## src/rtl/clock_set_ctrl.sv

```systemverilog
// Time-setting controller for the hh:mm:ss limited-counter chain.
// Optional set-mode inactivity abort: define CLOCK_SET_TIMEOUT_EN.
module clock_set_ctrl #(
    parameter int HOUR_LIMIT = 24,
    parameter int MIN_LIMIT  = 60,
    parameter int TIMEOUT_S  = 10
) (
    input  logic       clk,
    input  logic       rst,
    input  logic       tick_1hz,
    input  logic       mode_btn,
    input  logic       inc_btn,
    input  logic       dec_btn,
    input  logic [7:0] sec_carry,
    input  logic [7:0] min_carry,
    input  logic [3:0] mm_t,
    input  logic [3:0] mm_u,
    input  logic [3:0] hh_t,
    input  logic [3:0] hh_u,
    output logic       sec_run,
    output logic       sec_clr,
    output logic [7:0] min_in,
    output logic       min_sel,
    output logic [7:0] hr_in,
    output logic       hr_sel,
    output logic [1:0] set_mode,
    output logic [7:0] shadow_min,
    output logic [7:0] shadow_hr
);

    typedef enum logic [1:0] {
        RUN     = 2'b00,
        SET_HR  = 2'b01,
        SET_MIN = 2'b10,
        COMMIT  = 2'b11
    } state_t;

    localparam logic [7:0] HL = 8'(HOUR_LIMIT);
    localparam logic [7:0] ML = 8'(MIN_LIMIT);

    state_t     state;
    logic [7:0] cap_hr_raw;
    logic [7:0] cap_min_raw;
    logic [7:0] cap_hr;
    logic [7:0] cap_min;
    logic       editing;
    logic       any_btn;
    logic       timeout;

    function automatic logic [7:0] edit(
        input logic [7:0] v,
        input logic [7:0] lim,
        input logic       inc,
        input logic       dec
    );
        logic [7:0] r;
        r = v;
        if (inc && !dec)
            r = (v == lim - 8'd1) ? 8'd0 : v + 8'd1;
        else if (dec && !inc)
            r = (v == 8'd0) ? lim - 8'd1 : v - 8'd1;
        return r;
    endfunction

    // BCD digits can exceed 9, so range-check the binary value
    assign cap_hr_raw  = {4'd0, hh_t} * 8'd10 + {4'd0, hh_u};
    assign cap_min_raw = {4'd0, mm_t} * 8'd10 + {4'd0, mm_u};
    assign cap_hr      = (cap_hr_raw  >= HL) ? 8'd0 : cap_hr_raw;
    assign cap_min     = (cap_min_raw >= ML) ? 8'd0 : cap_min_raw;

    assign editing = (state == SET_HR) || (state == SET_MIN);
    assign any_btn = mode_btn | inc_btn | dec_btn;

`ifdef CLOCK_SET_TIMEOUT_EN
    localparam logic [7:0] TO = 8'(TIMEOUT_S);
    logic [7:0] to_cnt;

    assign timeout = editing && tick_1hz && !any_btn
                  && (to_cnt == TO - 8'd1);

    always_ff @(posedge clk) begin
        if (rst)
            to_cnt <= 8'd0;
        else if (!editing || any_btn)
            to_cnt <= 8'd0;
        else if (tick_1hz)
            to_cnt <= to_cnt + 8'd1;
    end
`else
    // No abort path; the set mode persists until mode_btn or rst
    assign timeout = (TIMEOUT_S < 0);
`endif

    always_ff @(posedge clk) begin
        if (rst) begin
            state      <= RUN;
            shadow_hr  <= 8'd0;
            shadow_min <= 8'd0;
        end else begin
            unique case (state)
                RUN: begin
                    if (mode_btn) begin
                        state      <= SET_HR;
                        shadow_hr  <= cap_hr;
                        shadow_min <= cap_min;
                    end
                end
                SET_HR: begin
                    if (mode_btn)
                        state <= SET_MIN;
                    else if (timeout)
                        state <= RUN;
                    else
                        shadow_hr <= edit(shadow_hr, HL, inc_btn, dec_btn);
                end
                SET_MIN: begin
                    if (mode_btn)
                        state <= COMMIT;
                    else if (timeout)
                        state <= RUN;
                    else
                        shadow_min <= edit(shadow_min, ML, inc_btn, dec_btn);
                end
                COMMIT: state <= RUN;
            endcase
        end
    end

    // Mux outputs decode the state directly so RUN carries add no latency
    always_comb begin
        sec_run = 1'b0;
        sec_clr = 1'b0;
        min_in  = 8'd0;
        min_sel = 1'b1;
        hr_in   = 8'd0;
        hr_sel  = 1'b1;
        unique case (state)
            RUN: begin
                min_in  = sec_carry;
                hr_in   = min_carry;
                sec_run = tick_1hz;
            end
            SET_HR, SET_MIN: begin
            end
            COMMIT: begin
                min_sel = 1'b0;
                min_in  = shadow_min;
                hr_sel  = 1'b0;
                hr_in   = shadow_hr;
                sec_clr = 1'b1;
            end
        endcase
    end

    assign set_mode = state;

endmodule
```

## config.mk

```make
export PLATFORM = sky130hd
export DESIGN_NAME = clock_set_ctrl
export DESIGN_NICKNAME = d
export VERILOG_FILES = /design/src/rtl/clock_set_ctrl.sv
export SDC_FILE = /design/constraint.sdc
export NUM_CORES = 1
export LEC_CHECK = 0
export ABC_AREA = 0
export CELL_PAD_IN_SITES_DETAIL_PLACEMENT = 1
export CELL_PAD_IN_SITES_GLOBAL_PLACEMENT = 1
export CORE_ASPECT_RATIO = 1.75
export CORE_MARGIN = 10
export CORE_UTILIZATION = 36
export CTS_CLUSTER_DIAMETER = 50
export CTS_CLUSTER_SIZE = 40
export DETAILED_ROUTE_END_ITERATION = 10
export GPL_TIMING_DRIVEN = 0
export PLACE_DENSITY_LB_ADDON = 0.1
export SETUP_SLACK_MARGIN = 0.02
export SYNTH_ARGS = -nofsm -noshare
export SYNTH_HDL_FRONTEND = slang
export SYNTH_SLANG_ARGS = --single-unit
export TNS_END_PERCENT = 100
```

## constraint.sdc

```tcl
create_clock -name clk -period 8.68 [get_ports clk]
set_clock_uncertainty 0.2 [all_clocks]
set_input_delay 2.604 -clock clk [delete_from_list [all_inputs] [get_ports clk]]
set_output_delay 2.604 -clock clk [all_outputs]
set_load 0.005 [all_outputs]
```

After elaboration in Yosys (flattened, before gate mapping)
Index checks and enable logic that the tools add are counted.
{ "classes": {"shift": 0, "reduce_logical": 12, "muxes": 25, "multipliers": 2, "n_addsub": 6, "eq_ne": 12, "n_bitwise": 0, "n_div": 0, "order_cmp": 2} }
{ "ops": {"columns": ["operator", "n"], "rows": [
  ["$mux 8", 14],
  ["$pmux 8 s2", 4],
  ["$add 8x1->8 const B", 2],
  ["$add 8x4->8", 2],
  ["$logic_not 8->1", 2],
  ["$sub 8x1->8 const B", 2],
  ["$mul 4x3->7 const B", 2],
  ["$ne 2x2->1 const B", 5],
  ["$eq 8x5->1 const B", 1],
  ["$eq 8x6->1 const B", 1],
  ["$ge 8x5->1 const B", 1],
  ["$ge 8x6->1 const B", 1],
  ["$pmux 2 s4", 1],
  ["$reduce_and 4->1", 2],
  ["$mux 2", 3],
  ["$ne 3x1->1 const B", 2],
  ["$eq 2x2->1 const B", 2],
  ["$reduce_bool 2->1", 2],
  ["$mux 1", 3],
  ["$reduce_and 3->1", 1],
  ["$eq 2x1->1 const B", 1],
  ["$logic_and 1x1->1", 2],
  ["$logic_not 1->1", 2],
  ["$logic_not 2->1", 1]
]} }
{ "word_totals": {"romBits": 0, "memories": 0, "latchBits": 0, "inputBits": 38, "reg_bits": 18, "wordCells": 62, "ram_bits": 0, "output_inout_bits": 38} }

Longest topological paths before layout
Gate-level depths: netlist of run 1.
{ "depth": {"ltp_word": 6, "mapped_depth": 10, "mapped_depth_nobuf": 9} }

Least setup slack after synthesis of run 1
No wires, ideal clock.
{ "synth_path": {"kind": "input port to output port", "from": "in min_carry[0]", "to": "out hr_in[0]", "n_path_buf": 0, "t_arrival_ps": 2803, "stages": 2, "setup_slack_ps": 3073, "required_time_ps": 5876, "path_cell_list": "a22oi_1 > nor2_1"} }
{ "synth_between": {"elab_chain_cells": 1} }
{ "synth_rtl": {"columns": ["item", "line", "rtl"], "rows": [
  ["start, declared", "15", "input logic [7:0] min_carry,"],
  ["$pmux 8 s2", "137", "unique case (state)"],
  ["end, declared", "24", "output logic [7:0] hr_in,"]
]} }
No other way between the ends.

Worst setup path in the final report of run 1
{ "layout_path": {"from": "in min_carry[4]", "to": "out hr_in[4]"} }
The elaborated chain is that of the path after synthesis.

==> metrics.cfg, run 1 <==
[logic_synthesis]
synth_area_leaders = dfxtp_1 (15%), ha_1 (13%), a22oi_1 (6.5%)
synth-xor-area-share_pct = 4.31
synth_warnings = 0
synth_compound_area_share_pct = 32.2
netlist.area_leader.share_pct = 14.8
synthCells = 337
syn_avg_cell_area_um2 = 7.24
synth_fa_ha_area_share_pct = 16.5
synth_top_family_by_area = compound AO/OA/AOI/OAI gates
netlist.top_cell.by_area = dfxtp_1
yosysSeqAreaShare_pct = 14.8
synthesis.area_um2 = 2440
yosysMostFrequentCell = nor2_1
syn-num-nets = 404
synth_flop_cell = dfxtp_1
synth-simple-area-share_pct = 23.0
ys_ff_latch = 18
synth_edf_count = 0
async_flop_share_pct = 0
synth_cell_types = 59
synth_commonest_cells = nor2_1 (41), ha_1 (25), o21ai_0 (22)
synthMuxAreaShare_pct = 1.28

[critical_path]
rr_endpoint = shadow_hr[7]
crit_path_end_kind = output pin
arrival_ps = 3800
cp.required_ps = 5880
reg2reg_from = set_mode[0]
worstSetupStartpointType = primary input
crit_fanout = 1
crit_type = in2out
r2r_slack_ps = 6020
reg2regPathDepth = 8

[worst_hold_path]
hold_start = set_mode[0]
hold_end = set_mode[0]
hold_depth = 2
hold_path.class = reg2reg

[finish]
final_nets = 484
synthToLayoutAreaGrowth_pct = 38.6
drive_above_1_share_pct = 4.81
fillers = 869
diodes = 0
final_core_util_pct = 51.7

[power_and_ir_drop]
peakVddDrop_mv = 0.0759
power_density_nw_per_um2 = 154
p_leak_nw = 1.29

[timing]
final_max_slew_viol_count = 0
hold_viol_final = 0
setup_violations = 0
rsz0062_at_grt = false
fmax_ghz = 0.151
period_share_pct = 76.1
tns_ps = 0
slew_headroom_pct = 59.9
period_needed_ps = 6610
worst_pin_slew_ps = 601

[die]
dieArea_um2 = 10600
dieHeight_um = 129
num_io_pins = 76
core_area_um2 = 6540
initial_core_util_pct = 37.3
die_x_um = 82.2
rows = 39

[clocking]
cts_buffers = 3
htree_levels = 1
cts_tree = built
clock-sinks = 18
clk_path_buf_depth = 2
cts_setup_buffers = 0
clock_latency_ps = 260
cts_resized = 0
root_buffer = clkbuf_16
path_clk_slew_ps = 60
hold_buffers = 0

[placed_design]
gp_congestion = 0.899
place_hpwl_um = 7650
io_buffer_count = 75

[route]
drt_iter0_markers = 97
post_drt_via_cell_ratio = 5.79
routedWlPerCell_um = 19.1
drt_wl_total_um = 9530
drcViolationCount = 0
firstDrtPassIters = 4
vias = 2883
ant_nets = 0

[global_route]
antenna_found_initial = 0
grt_pass1_wl_um = 15400
grt.overflow.total = 0
grt_max_degree = 11
grt_usage_pct = 18.1
grt_pass1_vias = 3096

[outcome]
status = finished, final reports clean

[flow_run]
drv_cap = 0

==> layout by cell type, fill, tap and decap left out, drive strengths merged, types with 3 or more instances in the layout <==
cell type	count
nor2b	4
a211oi	7
inv	20
nor4	3
a32oi	3
o21a	4
dfxtp	18
a21oi	20
nor4b	3
or3	3
nor2	41
fa	4
o21ai	23
nand4	5
clkdlybuf4s50	75
nand3	21
nand2	14
nand2b	6
o22ai	7
clkbuf	21
a22oi	21
xnor2	6
buf	9
xor2	6
nor3	5
a31oi	4
a221oi	3
ha	25
==> cells by family after synthesis <==
logic type,count (synthesis)
AOI/OAI and AO/OA,115
and+or+nand+nor,113
buffers and inverters,46
adders and majority gates,30
DFF,18
xor gates and xnor gates,12
muxes,3
==> sequential cells by signal, summed over array words and instances (netlist names) <==
name	flops
shadow_min	8
set_mode	2
shadow_hr	8
==> final cells by class <==
class | instances | area [um^2] | share of cell area [%]
repair buffers | 75 | 751 | 22.2
multi-input cells | 273 | 1890 | 55.8
inverters | 20 | 75.1 | 2.22
plain buffers | 26 | 118 | 3.48
flip-flops and latches | 18 | 360 | 10.7
well taps | 82 | 103 | 3.03
clock buffers | 4 | 88.8 | 2.63
==> power breakdown <==
| part | total, mW | switching, mW | internal, mW | leakage (nW) |
|---|---|---|---|---|
| sequential | 0.101 | 0.0105 | 0.0908 | 0.146 |
| combinational | 0.309 | 0.165 | 0.144 | 1.10 |
| clock | 0.109 | 0.0390 | 0.0705 | 0.0442 |
| total | 0.520 | 0.215 | 0.305 | 1.29 |
==> critical path, cell delays in order <==
cell and delay (ps):
clkdlybuf4s50_1 460, a22oi_1 80, nor2_1 130, clkdlybuf4s50_1 530
==> metal layers <==
layer | routed length [um] | global-route usage (%) | up-vias
li1 | - | - | 1403
met1 | 3520 | 18.3 | 1412
met2 | 5400 | 34.4 | 57
met3 | 419 | 3.70 | 11
met4 | 184 | 6.04 | 0
met5 | 0 | 0 | -
==> how the worst max path moves through the flow <==
| stage | startpoint | end | slack (ps) | cells past startpoint |
|---|---|---|---|---|
| CTS | min_carry[4] | hr_in[4] | 2060 | 4 |
| global route | min_carry[1] | hr_in[1] | 1990 | 4 |
| finish | min_carry[4] | hr_in[4] | 2070 | 4 |
| global placement | sec_carry[3] | min_in[3] | 2070 | 4 |
| floorplan | min_carry[0] | hr_in[0] | 3070 | 2 |
| detailed placement | min_carry[4] | hr_in[4] | 2070 | 4 |
==> per-stage QoR <==
step | cells | total power, mW | hold WS, ps | cell area (um^2) | setup WS, ps
after CTS | 498 | 0.522 | 373 | 3380 | 2060
after floorplan | 337 | 0.279 | 312 | 2440 | 3070
final | 498 | 0.520 | 374 | 3380 | 2070
after detailed placement | 494 | 0.412 | 360 | 3290 | 2070
after global placement | 494 | 0.405 | 354 | 3290 | 2070
after global routing | 498 | 0.557 | 406 | 3380 | 1990
Power figures use the tool's default switching activity.
==> run 2, diff against run 1 <==
--- a/config.mk
+++ b/config.mk
@@ -10,7 +10,7 @@
 export CELL_PAD_IN_SITES_GLOBAL_PLACEMENT = 1
 export CORE_ASPECT_RATIO = 1.75
 export CORE_MARGIN = 10
-export CORE_UTILIZATION = 36
+export CORE_UTILIZATION = 30
 export CTS_CLUSTER_DIAMETER = 50
 export CTS_CLUSTER_SIZE = 40
 export DETAILED_ROUTE_END_ITERATION = 10
==> constraint.sdc (replaced) <==
create_clock -name clk -period 5.4 [get_ports clk]
set_clock_uncertainty 0.2 [all_clocks]
set_input_delay 1.62 -clock clk [delete_from_list [all_inputs] [get_ports clk]]
set_output_delay 1.62 -clock clk [all_outputs]
set_load 0.005 [all_outputs]
==> run 2 against run 1 <==
Compared with the run above: register-to-register slack worse by 3100 ps; flip-flop and latch count unchanged; sequential share of layout area about the same; non-clock buffer count unchanged; via count down 1.9%; first-iteration DRC count up 1.0%; sequential power up 60%; clock power up 57%.
==> metrics.cfg, run 2 (synthesis results as in run 1) <==
[global_route]
grt_pass1_vias = 3092  ; -0.13%
grt_pass1_wl_um = 15600  ; +1.3%
antenna_found_initial = 0  ; unchanged
busiest_layer = met2
grt.overflow.total = 0  ; unchanged
grt_max_degree = 11  ; unchanged
use_met2_pct = 30.6  ; -3.8 points
grt_usage_pct = 15.4  ; -2.6 points
grt_util_met3_pct = 2.45  ; -1.2 points
gr-usage-met1_pct = 15.8  ; -2.5 points

[die]
core_area_um2 = 7910  ; +21%
die_x_um = 88.2  ; +7.2%
dieHeight_um = 139  ; +8.1%
dieArea_um2 = 12300  ; +16%
initial_core_util_pct = 30.8  ; -6.5 points
rows = 43  ; +10%
num_io_pins = 76  ; unchanged

[finish]
fillers = 1001  ; +15%
layout_common_cells = clkdlybuf4s50_1 (75), nor2_1 (41), ha_1 (25), o21ai_0 (22)
final_nets = 484  ; unchanged
final_area_um2 = 3390  ; +0.30%
drive_above_1_share_pct = 4.81  ; unchanged
multi_input_area_um2 = 1890  ; unchanged
synthToLayoutAreaGrowth_pct = 39.0
final-seq-area_um2 = 360  ; unchanged
final_common_cell = clkdlybuf4s50_1
diodes = 0  ; unchanged

[route]
drcViolationCount = 0  ; unchanged
post_drt_via_cell_ratio = 5.59  ; -3.5%
firstDrtPassIters = 4  ; unchanged
drt_iter0_markers = 98  ; +1.0%
routedWlPerCell_um = 18.9  ; -1.2%
vias = 2828  ; -1.9%
ant_nets = 0  ; unchanged
drt_wl_total_um = 9560  ; +0.39%

[power_and_ir_drop]
peakVddDrop_mv = 0.130  ; +71%
p_leak_nw = 1.29  ; unchanged
power_density_nw_per_um2 = 245  ; +59%

[critical_path]
worstSetupStartpointType = primary input
path_buf_inv = 2  ; unchanged
path_cells = clkdlybuf4s50_1 -> a22oi_1 -> nor2_1 -> clkdlybuf4s50_1
crit_fanout = 1  ; unchanged
cp.required_ps = 3580  ; -2300 ps
critPathMostFrequentCell = clkdlybuf4s50_1
cp_top_family = buffers and inverters
worst_path_largest_cell_delay_ps = 540  ; about the same
cp_slowest_cell = clkdlybuf4s50_1
crit_path_end_kind = output pin
arrival_ps = 2890  ; -910 ps
crit_type = in2out

[timing]
tns_ps = 0  ; unchanged
period_needed_ps = 4710
setup_violations = 0  ; unchanged
worst_pin_slew_ps = 580  ; -21.3 ps
hold_viol_final = 0  ; unchanged
fmax_ghz = 0.212
slew_headroom_pct = 61.0  ; +1.1 points
final_max_slew_viol_count = 0  ; unchanged
period_share_pct = 87.3
setup_slack_ps = 687  ; -1380 ps
rsz0062_at_grt = false

[clocking]
clk_path_buf_depth = 2  ; unchanged
cts_resized = 0  ; unchanged
path_clk_slew_ps = 60  ; about the same
root_buffer = clkbuf_16
htree_levels = 1  ; unchanged
hold_buffers = 0  ; unchanged
cts_setup_buffers = 0  ; unchanged
clock-sinks = 18  ; unchanged
cts_buffers = 3  ; unchanged
clock_latency_ps = 250  ; about the same
cts_tree = built

[placed_design]
io_buffer_count = 75  ; unchanged
dpl_cell_area_um2 = 3300  ; +0.30%
place_hpwl_um = 7920  ; +3.5%
gp_congestion = 0.840  ; -6.6%
place_ws_ps = 637  ; -1430 ps

[worst_hold_path]
hold_path.class = reg2reg

[flow_run]
drv_cap = 0  ; unchanged

[outcome]
status = finished, final reports clean

## run 2: area by class of cell
cell class	instances	area share, %
clock buffers	4	2.62
repair buffers	75	22.1
flip-flops and latches	18	10.6
inverters	20	2.21
multi-input cells	273	55.6
well taps	90	3.32
plain buffers	26	3.47
## run 2: path summary, 6_finish.rpt
kind                      from            to  slack (ps)  cells past startpoint
hold / removal     set_mode[0]   set_mode[0]         370                      2
setup / recovery  min_carry[1]      hr_in[1]         690                      4
setup reg to reg   set_mode[0]  shadow_hr[7]        2880                      8
hold reg to reg    set_mode[0]   set_mode[0]         370                      2
## run 2: worst reg2reg max path, cell delays in order (launching register included)
cell and delay, ps:
dfxtp_1 360, inv_1 100, ha_1 190, clkbuf_1 390, nand2_1 200, o21ai_2 370, nor2_1 200, a31o_2 250
a22o_1 170
## run 2: layer usage
layer / wire [um] / up-vias / share of wire (%)
met2: 5580 / 52 / 58
met4: 66 / 0 / 0.69
met3: 399 / 4 / 4.2
met5: 0 / - / 0
li1: - / 1411 / -
met1: 3520 / 1361 / 37
## run 2: stage by stage
step / power, mW / cells / hold slack, ps / utilization, %
final: 0.830 / 506 / 372 / 42.9
after global routing: 0.898 / 506 / 414 / 42.9
after CTS: 0.839 / 506 / 367 / 42.9
after detailed placement: 0.665 / 502 / 357 / 41.7
after global placement: 0.654 / 502 / 356 / 41.7
after floorplan: 0.448 / 337 / 312 / -
## run 2: power by group
part	switching [mW]	total (mW)	internal (mW)	leakage, nW
logic	0.265	0.497	0.231	1.10
clock network	0.0580	0.171	0.113	0.0442
registers	0.0164	0.162	0.146	0.146
total	0.340	0.830	0.490	1.29
